File: config.mk
export PLATFORM = sky130hd
export DESIGN_NAME = mem_port_arbiter_flat
export DESIGN_NICKNAME = d
export VERILOG_FILES = /design/src/rtl/mem_port_arbiter_if.sv /design/src/rtl/mem_port_arbiter.sv /design/src/flat_wrapper.sv
export SDC_FILE = /design/constraint.sdc
export NUM_CORES = 1
export LEC_CHECK = 0
export CAP_MARGIN = 10
export CORE_AREA = 2 2 195 197
export DETAILED_ROUTE_END_ITERATION = 8
export DIE_AREA = 0 0 197 199
export PLACE_DENSITY = 0.37
export SETUP_SLACK_MARGIN = 0.3
export SLEW_MARGIN = 20
export SYNTH_ARGS = -nofsm -noshare
export SYNTH_HDL_FRONTEND = slang
export SYNTH_SLANG_ARGS = --single-unit
File: constraint.sdc
create_clock -name clk -period 2.1 [get_ports clk]
set_input_delay 0.21 -clock clk [delete_from_list [all_inputs] [get_ports clk]]
set_output_delay 0.21 -clock clk [all_outputs]
set_load 0.01 [all_outputs]
File: src/rtl/mem_port_arbiter_if.sv
// ---------------------------------------------------------------------------
// mem_port_arbiter_if
// Bundles every signal between the shared-memory arbiter, its two requesters
// (instruction fetch and the data-memory stage) and the unified memory model.
//
// Signal groups:
//   fetch side  : if_req, if_addr        -> arbiter -> if_gnt, if_valid, if_rdata
//   data side   : dm_req, dm_we, dm_addr, dm_wdata
//                                        -> arbiter -> dm_gnt, dm_valid, dm_rdata
//   memory side : arbiter -> mem_en, mem_we, mem_addr, mem_wdata, mem_xfer_size
//                 memory  -> mem_rdata
//   pipeline    : arbiter -> stall_if, stall_mem
//
// Modports:
//   slave  : the arbiter itself
//   master : the environment (pipeline stages plus memory model)
// ---------------------------------------------------------------------------
interface mem_port_arbiter_if;
    logic        if_req;
    logic [63:0] if_addr;
    logic        if_gnt;
    logic        if_valid;
    logic [31:0] if_rdata;

    logic        dm_req;
    logic        dm_we;
    logic [63:0] dm_addr;
    logic [63:0] dm_wdata;
    logic        dm_gnt;
    logic        dm_valid;
    logic [63:0] dm_rdata;

    logic        mem_en;
    logic        mem_we;
    logic [63:0] mem_addr;
    logic [63:0] mem_wdata;
    logic [3:0]  mem_xfer_size;
    logic [63:0] mem_rdata;

    logic        stall_if;
    logic        stall_mem;

    modport slave (
        input  if_req, if_addr,
        input  dm_req, dm_we, dm_addr, dm_wdata,
        input  mem_rdata,
        output if_gnt, if_valid, if_rdata,
        output dm_gnt, dm_valid, dm_rdata,
        output mem_en, mem_we, mem_addr, mem_wdata, mem_xfer_size,
        output stall_if, stall_mem
    );

    modport master (
        output if_req, if_addr,
        output dm_req, dm_we, dm_addr, dm_wdata,
        output mem_rdata,
        input  if_gnt, if_valid, if_rdata,
        input  dm_gnt, dm_valid, dm_rdata,
        input  mem_en, mem_we, mem_addr, mem_wdata, mem_xfer_size,
        input  stall_if, stall_mem
    );
endinterface

File: src/rtl/mem_port_arbiter.sv
// ---------------------------------------------------------------------------
// mem_port_arbiter
// Shares one single-port memory between instruction fetch (IF) and the
// data-memory stage (DM). Arbitrates in IDLE, issues one transaction, waits a
// fixed MEM_LAT cycles for the response, then returns to IDLE.
//
// Ports:
//   clk  : system clock, rising edge
//   rst  : synchronous, active-high reset
//   bus  : mem_port_arbiter_if.slave (requester, memory and stall signals)
//
// Parameters:
//   MEM_LAT    : cycles from issue (mem_en) to response, 1..15
//   STARVE_MAX : consecutive lost arbitrations IF tolerates while requesting
//                before it is forced to win, 1..15
// ---------------------------------------------------------------------------
module mem_port_arbiter #(
    parameter int MEM_LAT    = 2,
    parameter int STARVE_MAX = 4
) (
    input  logic                  clk,
    input  logic                  rst,
    mem_port_arbiter_if.slave     bus
);

    typedef enum logic [1:0] {
        IDLE    = 2'd0,
        BUSY_IF = 2'd1,
        BUSY_DM = 2'd2
    } state_t;

    localparam logic [3:0] LAT_LOAD   = 4'(MEM_LAT - 1);
    localparam logic [3:0] STARVE_TOP = 4'(STARVE_MAX);
    localparam logic [3:0] SIZE_IF    = 4'b0100;
    localparam logic [3:0] SIZE_DM    = 4'b1000;

    state_t     state, state_nxt;
    logic [3:0] lat_cnt, lat_cnt_nxt;
    logic [3:0] starve_cnt, starve_cnt_nxt;
    logic       wr_flag, wr_flag_nxt;

    // DM holds the older instruction, so it wins by default; IF wins when it
    // is alone or when it has already lost STARVE_MAX arbitrations in a row.
    logic if_wins;
    logic dm_wins;
    assign if_wins = bus.if_req & (~bus.dm_req | (starve_cnt == STARVE_TOP));
    assign dm_wins = bus.dm_req & ~if_wins;

    always_ff @(posedge clk) begin
        if (rst) begin
            state      <= IDLE;
            lat_cnt    <= 4'd0;
            starve_cnt <= 4'd0;
            wr_flag    <= 1'b0;
        end else begin
            state      <= state_nxt;
            lat_cnt    <= lat_cnt_nxt;
            starve_cnt <= starve_cnt_nxt;
            wr_flag    <= wr_flag_nxt;
        end
    end

    // Reset forces every grant/response output to its idle value in the same
    // cycle, which also drops any response still in flight in the memory.
    always_comb begin
        state_nxt          = state;
        lat_cnt_nxt        = lat_cnt;
        starve_cnt_nxt     = starve_cnt;
        wr_flag_nxt        = wr_flag;
        bus.if_gnt         = 1'b0;
        bus.if_valid       = 1'b0;
        bus.if_rdata       = 32'd0;
        bus.dm_gnt         = 1'b0;
        bus.dm_valid       = 1'b0;
        bus.dm_rdata       = 64'd0;
        bus.mem_en         = 1'b0;
        bus.mem_we         = 1'b0;
        bus.mem_addr       = 64'd0;
        bus.mem_wdata      = 64'd0;
        bus.mem_xfer_size  = SIZE_DM;

        if (!rst) begin
            unique case (state)
                IDLE: begin
                    if (if_wins) begin
                        bus.if_gnt        = 1'b1;
                        bus.mem_en        = 1'b1;
                        bus.mem_addr      = bus.if_addr;
                        bus.mem_xfer_size = SIZE_IF;
                        state_nxt         = BUSY_IF;
                        lat_cnt_nxt       = LAT_LOAD;
                        wr_flag_nxt       = bus.dm_we;
                        starve_cnt_nxt    = 4'd0;
                    end else if (dm_wins) begin
                        bus.dm_gnt        = 1'b1;
                        bus.mem_en        = 1'b1;
                        bus.mem_we        = bus.dm_we;
                        bus.mem_addr      = bus.dm_addr;
                        bus.mem_wdata     = bus.dm_wdata;
                        bus.mem_xfer_size = SIZE_DM;
                        state_nxt         = BUSY_DM;
                        lat_cnt_nxt       = LAT_LOAD;
                        wr_flag_nxt       = bus.dm_we;
                        // IF only counts as starved if it was actually asking.
                        if (!bus.if_req) begin
                            starve_cnt_nxt = 4'd0;
                        end else if (starve_cnt != STARVE_TOP) begin
                            starve_cnt_nxt = starve_cnt + 4'd1;
                        end
                    end else begin
                        starve_cnt_nxt = 4'd0;
                    end
                end
                BUSY_IF: begin
                    if (lat_cnt == 4'd0) begin
                        bus.if_valid = 1'b1;
                        bus.if_rdata = bus.mem_rdata[31:0];
                        state_nxt    = IDLE;
                    end else begin
                        lat_cnt_nxt = lat_cnt - 4'd1;
                    end
                end
                BUSY_DM: begin
                    if (lat_cnt == 4'd0) begin
                        bus.dm_valid = 1'b1;
                        // A store acknowledge carries no data.
                        bus.dm_rdata = wr_flag ? 64'd0 : bus.mem_rdata;
                        state_nxt    = IDLE;
                    end else begin
                        lat_cnt_nxt = lat_cnt - 4'd1;
                    end
                end
                default: begin
                    state_nxt = IDLE;
                end
            endcase
        end

        bus.stall_if  = bus.if_req & ~bus.if_valid;
        bus.stall_mem = bus.dm_req & ~bus.dm_valid;
    end

endmodule

File: src/flat_wrapper.sv
// flat-port wrapper written by rule: the top's interface ports become plain ports
module mem_port_arbiter_flat 
#(
    parameter int MEM_LAT    = 2,
    parameter int STARVE_MAX = 4
)
  (clk, rst, bus_if_req, bus_if_addr, bus_dm_req, bus_dm_we, bus_dm_addr, bus_dm_wdata, bus_mem_rdata, bus_if_gnt, bus_if_valid, bus_if_rdata, bus_dm_gnt, bus_dm_valid, bus_dm_rdata, bus_mem_en, bus_mem_we, bus_mem_addr, bus_mem_wdata, bus_mem_xfer_size, bus_stall_if, bus_stall_mem);
  mem_port_arbiter_if bus_i ();
  input  logic clk;
  input  logic rst;
  input wire logic [$bits(bus_i.if_req)-1:0] bus_if_req;
  input wire logic [$bits(bus_i.if_addr)-1:0] bus_if_addr;
  input wire logic [$bits(bus_i.dm_req)-1:0] bus_dm_req;
  input wire logic [$bits(bus_i.dm_we)-1:0] bus_dm_we;
  input wire logic [$bits(bus_i.dm_addr)-1:0] bus_dm_addr;
  input wire logic [$bits(bus_i.dm_wdata)-1:0] bus_dm_wdata;
  input wire logic [$bits(bus_i.mem_rdata)-1:0] bus_mem_rdata;
  output wire logic [$bits(bus_i.if_gnt)-1:0] bus_if_gnt;
  output wire logic [$bits(bus_i.if_valid)-1:0] bus_if_valid;
  output wire logic [$bits(bus_i.if_rdata)-1:0] bus_if_rdata;
  output wire logic [$bits(bus_i.dm_gnt)-1:0] bus_dm_gnt;
  output wire logic [$bits(bus_i.dm_valid)-1:0] bus_dm_valid;
  output wire logic [$bits(bus_i.dm_rdata)-1:0] bus_dm_rdata;
  output wire logic [$bits(bus_i.mem_en)-1:0] bus_mem_en;
  output wire logic [$bits(bus_i.mem_we)-1:0] bus_mem_we;
  output wire logic [$bits(bus_i.mem_addr)-1:0] bus_mem_addr;
  output wire logic [$bits(bus_i.mem_wdata)-1:0] bus_mem_wdata;
  output wire logic [$bits(bus_i.mem_xfer_size)-1:0] bus_mem_xfer_size;
  output wire logic [$bits(bus_i.stall_if)-1:0] bus_stall_if;
  output wire logic [$bits(bus_i.stall_mem)-1:0] bus_stall_mem;
  assign bus_i.if_req = bus_if_req;
  assign bus_i.if_addr = bus_if_addr;
  assign bus_i.dm_req = bus_dm_req;
  assign bus_i.dm_we = bus_dm_we;
  assign bus_i.dm_addr = bus_dm_addr;
  assign bus_i.dm_wdata = bus_dm_wdata;
  assign bus_i.mem_rdata = bus_mem_rdata;
  assign bus_if_gnt = bus_i.if_gnt;
  assign bus_if_valid = bus_i.if_valid;
  assign bus_if_rdata = bus_i.if_rdata;
  assign bus_dm_gnt = bus_i.dm_gnt;
  assign bus_dm_valid = bus_i.dm_valid;
  assign bus_dm_rdata = bus_i.dm_rdata;
  assign bus_mem_en = bus_i.mem_en;
  assign bus_mem_we = bus_i.mem_we;
  assign bus_mem_addr = bus_i.mem_addr;
  assign bus_mem_wdata = bus_i.mem_wdata;
  assign bus_mem_xfer_size = bus_i.mem_xfer_size;
  assign bus_stall_if = bus_i.stall_if;
  assign bus_stall_mem = bus_i.stall_mem;
  mem_port_arbiter #(.MEM_LAT(MEM_LAT), .STARVE_MAX(STARVE_MAX)) u_core (.clk(clk), .rst(rst), .bus(bus_i));
endmodule
**Yosys cells after proc, flatten, opt, wreduce, memory -nomap -nowiden**

Cells that the tools add are included.
W data, S select, Z words.

- Shift-type cells: 0
- Div/mod/pow operators: 0
- Mux-type cells: 51
- Add/subtract/negate cells: 2
- Bitwise logic cells: 9
- Eq/ne operators: 8
- Reductions and logical operators: 9
- Multipliers: 0
- Order comparisons: 0

Operators by type and width:

| cell | count |
|---|---|
| $mux W64 | 12 |
| $mux W32 | 3 |
| $mux W4 | 10 |
| $mux W1 | 21 |
| $ne A4 B3 Y1 const B | 2 |
| $pmux W4 S2 | 1 |
| $mux W2 | 3 |
| $reduce_and A2 Y1 | 3 |
| $add A4 B1 Y4 const B | 1 |
| $and A1 B1 Y1 | 4 |
| $eq A4 B3 Y1 const B | 1 |
| $logic_not A4 Y1 | 1 |
| $not A1 Y1 | 4 |
| $pmux W2 S2 | 1 |
| $reduce_bool A2 Y1 | 2 |
| $sub A4 B1 Y4 const B | 1 |
| $ne A3 B1 Y1 const B | 1 |
| $reduce_and A3 Y1 | 1 |
| $eq A2 B1 Y1 const B | 1 |
| $eq A2 B2 Y1 const B | 1 |
| $logic_not A2 Y1 | 1 |
| $ne A2 B1 Y1 const B | 1 |
| $ne A2 B2 Y1 const B | 1 |
| $reduce_or A2 Y1 | 1 |
| $or A1 B1 Y1 | 1 |

- Bits in writable memories: 0
- Memories: 0
- Bits in latches: 0
- Bits in registers: 11
- Memory bits (read-only): 0

**Logic depth before layout (Yosys ltp)**

- Word-level depth: 9
- Mapped depth: 8
- Mapped depth without buffers: 5

**Least setup slack after synthesis**

No wires, ideal clock.

- Path type: reg-to-output
- From: reg u_core.starve_cnt[0]
- To: out bus_mem_wdata[14]
- Stages on the path, launching flop included: 9
- Arrival time: 1,620 ps
- Data required time: 1,890 ps
- Slack: 270 ps
- Path buffers: 3
- Cells stage by stage: dfxtp_1 -> inv_1 -> ha_1 -> and3b_1 -> clkbuf_1 -> a211oi_2 -> buf_4 -> clkbuf_2 -> and2_1

- Word-level cells in the longest chain between the ends: 9

RTL lines:

| what | line | source |
|---|---|---|
| from (decl) | mem_port_arbiter.sv:39 | `logic [3:0] starve_cnt, starve_cnt_nxt;` |
| from (signal assigned) | mem_port_arbiter.sv:58 | `starve_cnt <= starve_cnt_nxt;` |
| $eq A4 B3 Y1 (*) | mem_port_arbiter.sv:46 | `assign if_wins = bus.if_req & (~bus.dm_req \| (starve_cnt == STARVE_TOP));` |
| $or A1 B1 Y1 (*) | mem_port_arbiter.sv:46 |  |
| $and A1 B1 Y1 (*) | mem_port_arbiter.sv:46 |  |
| $not A1 Y1 | mem_port_arbiter.sv:47 | `assign dm_wins = bus.dm_req & ~if_wins;` |
| $and A1 B1 Y1 | mem_port_arbiter.sv:47 |  |
| $mux W64 | mem_port_arbiter.sv:94 | `end else if (dm_wins) begin` |
| $mux W64 (*) | mem_port_arbiter.sv:85 | `if (if_wins) begin` |
| $mux W64 (*) | mem_port_arbiter.sv:83 | `unique case (state)` |
| $mux W64 (*) | mem_port_arbiter.sv:82 | `if (!rst) begin` |
| to (decl) | flat_wrapper.sv:27 | `output wire logic [$bits(bus_i.mem_wdata)-1:0] bus_mem_wdata;` |

Every way passes the cells marked *; elsewhere a longest branch is shown, timed or not.

**Final worst setup path**

- From: reg u_core.starve_cnt[0]
- To: out bus_mem_wdata[4]

The elaborated chain is that of the path after synthesis.

==> metrics <==
status=complete, but fails checks; failing checks=negative setup slack; Min-Delay Path Depth=2; clock-pin transition on the worst setup and hold timing paths=40 ps; Final WS setup=-253 ps; Slew Limit Fails=0; Synth area leader=o211ai_1; Sink Count=11; simple-gate share of the synthesized area=36.8%; nature of the critical path endpoint=primary output; most frequent cell after synthesis=and2_1; Pleak=4.57 nW; port bufs=494; starting density of the core=9.21%; Synth cell types=44; setup violators final=209; critical path arrival=2140 ps; Sw Ratio=37.4%; Die Y=199 um; core footprint=37,100 sq um; adder-cell share of the synthesized area=2.93%; Worst R2R Path Depth=10; drt first-iter violations=136; max_slew headroom=66.7%; maxcap violations=0; routability cong.=0.765; Post-synth EDFFs=0; pwr/cell area=336 nW/um^2; Worst VDD drop=0.207 mV; worst endpoint required time=1890 ps; CP Max Fanout=8; Vias=6,205; CTS tree=yes; Routed WL=30,600 um; Post-synth top cells=and2_1, o211ai_1, a21oi_1; grt ovf=0; flops & latches, synth=11; hold path startpoint=u_core.wr_flag$_SDFFE_PP0P_; Synth Area in Compound Gates=41.9%; Synth Area in XOR/XNOR=0%; dominant synthesized flop cell=dfxtp_1; Nets=1,350; # rows=71; fmax=425 MHz; Detailed Routing Iterations Pass 1=4; cells after synthesis=516; Routed WL per cell=19.7 um; Mapped Avg Cell Area=6.63 sq um; post-route ant nets=0; Syn. warnings=0; Hold WS=552 ps; Min-Delay Path Class=reg -> reg; critical path type=reg -> out; vias per cell=3.99; largest net degree at the start of global routing=65; post-synth top area share=29.0%; deepest clock path buffer count=2; share of power burned in registers=7.5%; CTS root buf=clkbuf_16; share of cells above drive strength 1=49.9%; type of origin of the critical path=flip-flop; Psw=1.35 mW; sequential cell area fraction in the yosys report=6.44%; clk_lat worst skew=240 ps; R2R Path Start=u_core.starve_cnt[0]$_SDFFE_PP0P_; CP startpoint=u_core.starve_cnt[0]$_SDFFE_PP0P_; H-Tree Depth=1; first-pass GRT wire length=38,800 um; mux cell area share after synthesis=0.878%; Area growth syn-to-layout=213%; main combinational cell family by area after synthesis=compound AO/OA/AOI/OAI gates; worst-margin pin slew=496 ps; die width=197 um; Cell Int Power=2.25 mW; TritonCTS buffer count=3; hpwl dp=21,700 um; post-route clock period utilization=112%; I/O pin count=497; Clock Power Share=10.0%; fin cells=1,556; number of remaining DRC errors=0; min Tclk post-route=2350 ps; asr flop ratio synth=0%; placed cell count=1,473; GRT Total Usage=12.9%; number of global-route vias before repair=6,069; endpoints failing hold=0; initial antenna violation count=2; skew final=1.71 ps; Post-Syn Area=3420 sq um; Combinational Power Share=82.5%; Die ar.=39,200 sq um; Area contributors post-synth=o211ai_1, and2_1, a21oi_1; RSZ-0062 raised after global routing=yes; Final Power=3.60 mW
-- through the flow --
stage | utilization [%] | instance area, sq um | TNS [ps] | setup slack (ps)
detailed placement | 24.9 | 9250 | -44950 | -281
global placement | 24.9 | 9250 | -43940 | -271
finish | 28.9 | 10700 | -19460 | -253
floorplan | - | 3420 | 0 | 304
global route | 28.9 | 10700 | -38000 | -326
CTS | 26.0 | 9660 | -48310 | -376
-- critical path: stages (launching register included) --
cell and delay [ps]:
dfxtp_2 330, inv_2 50, ha_4 150, and3b_2 240, a211oi_4 240, buf_6 140
buf_6 110, buf_6 100, buf_6 80, buf_6 100, buf_16 120, and2_4 130
buf_6 100
-- final cells by class --
cell class	instances	area [sq um]
inverters	12	45.0
flip-flops and latches	11	225
repair buffers	632	6540
well taps	474	593
fillers	3991	26400
clock buffers	4	78.8
diodes	2	5.00
multi-input cells	421	3230
-- metal layers --
layer | up-vias | GRT usage, % | part of all wire [%]
met5 | - | 0 | 0
met4 | 0 | 3.34 | 1.6
met3 | 17 | 2.41 | 6.3
met2 | 286 | 24.4 | 54
met1 | 2888 | 14.9 | 38
li1 | 3014 | - | -
-- final timing paths --
path	to	slack [ps]
max	bus_mem_wdata[4]	-250
min	u_core.wr_flag$_SDFFE_PP0P_	550
max reg2reg	u_core.starve_cnt[3]$_SDFFE_PP0P_	-130
min reg2reg	u_core.wr_flag$_SDFFE_PP0P_	550
-- layout by cell type (no fill, tap or decap), types with 7 or more instances in the layout --
master / instances
buf_12: 24
and2_1: 25
dfxtp_1: 7
inv_2: 8
and2_4: 136
buf_8: 13
clkbuf_16: 10
o211ai_1: 132
clkbuf_2: 20
buf_16: 8
buf_6: 178
buf_4: 49
a21oi_1: 66
clkdlybuf4s50_1: 259
buf_2: 70
-- cells by family (layout without fill, tap and decap cells) --
kind of cell,Yosys count,after routing
buf+inv,85,648
other cells,1,4
fa+ha+maj,8,8
simple gates,196,196
compound gates,212,212
flops,11,11
mux,3,3
-- sequential cells by signal (all words and copies together), names as in the netlist --
signal             count
u_core.wr_flag         1
u_core.state           2
u_core.starve_cnt      4
u_core.lat_cnt         4
-- power by group through the flow --
| stage | Clock, mW | Combinational, mW | Sequential, mW |
|---|---|---|---|
| after floorplan | 0 | 0.903 | 0.285 |
| after global placement | 0 | 2.46 | 0.269 |
| after detailed placement | 0 | 2.43 | 0.269 |
| after CTS | 0.369 | 2.59 | 0.266 |
| after global routing | 0.378 | 3.17 | 0.274 |
| final | 0.361 | 2.97 | 0.271 |
-- timing repair --
action / CTS / global route
pin swaps: 26 / 117
setup buffers: 24 / 33
setup endpoints to repair: 235 / 237
resized for setup: 529 / 673
hold endpoints to repair: 0 / 0
hold buffers: 0 / 0
gates cloned: 8 / 12
Note: power is estimated with default switching activity, not from simulation.
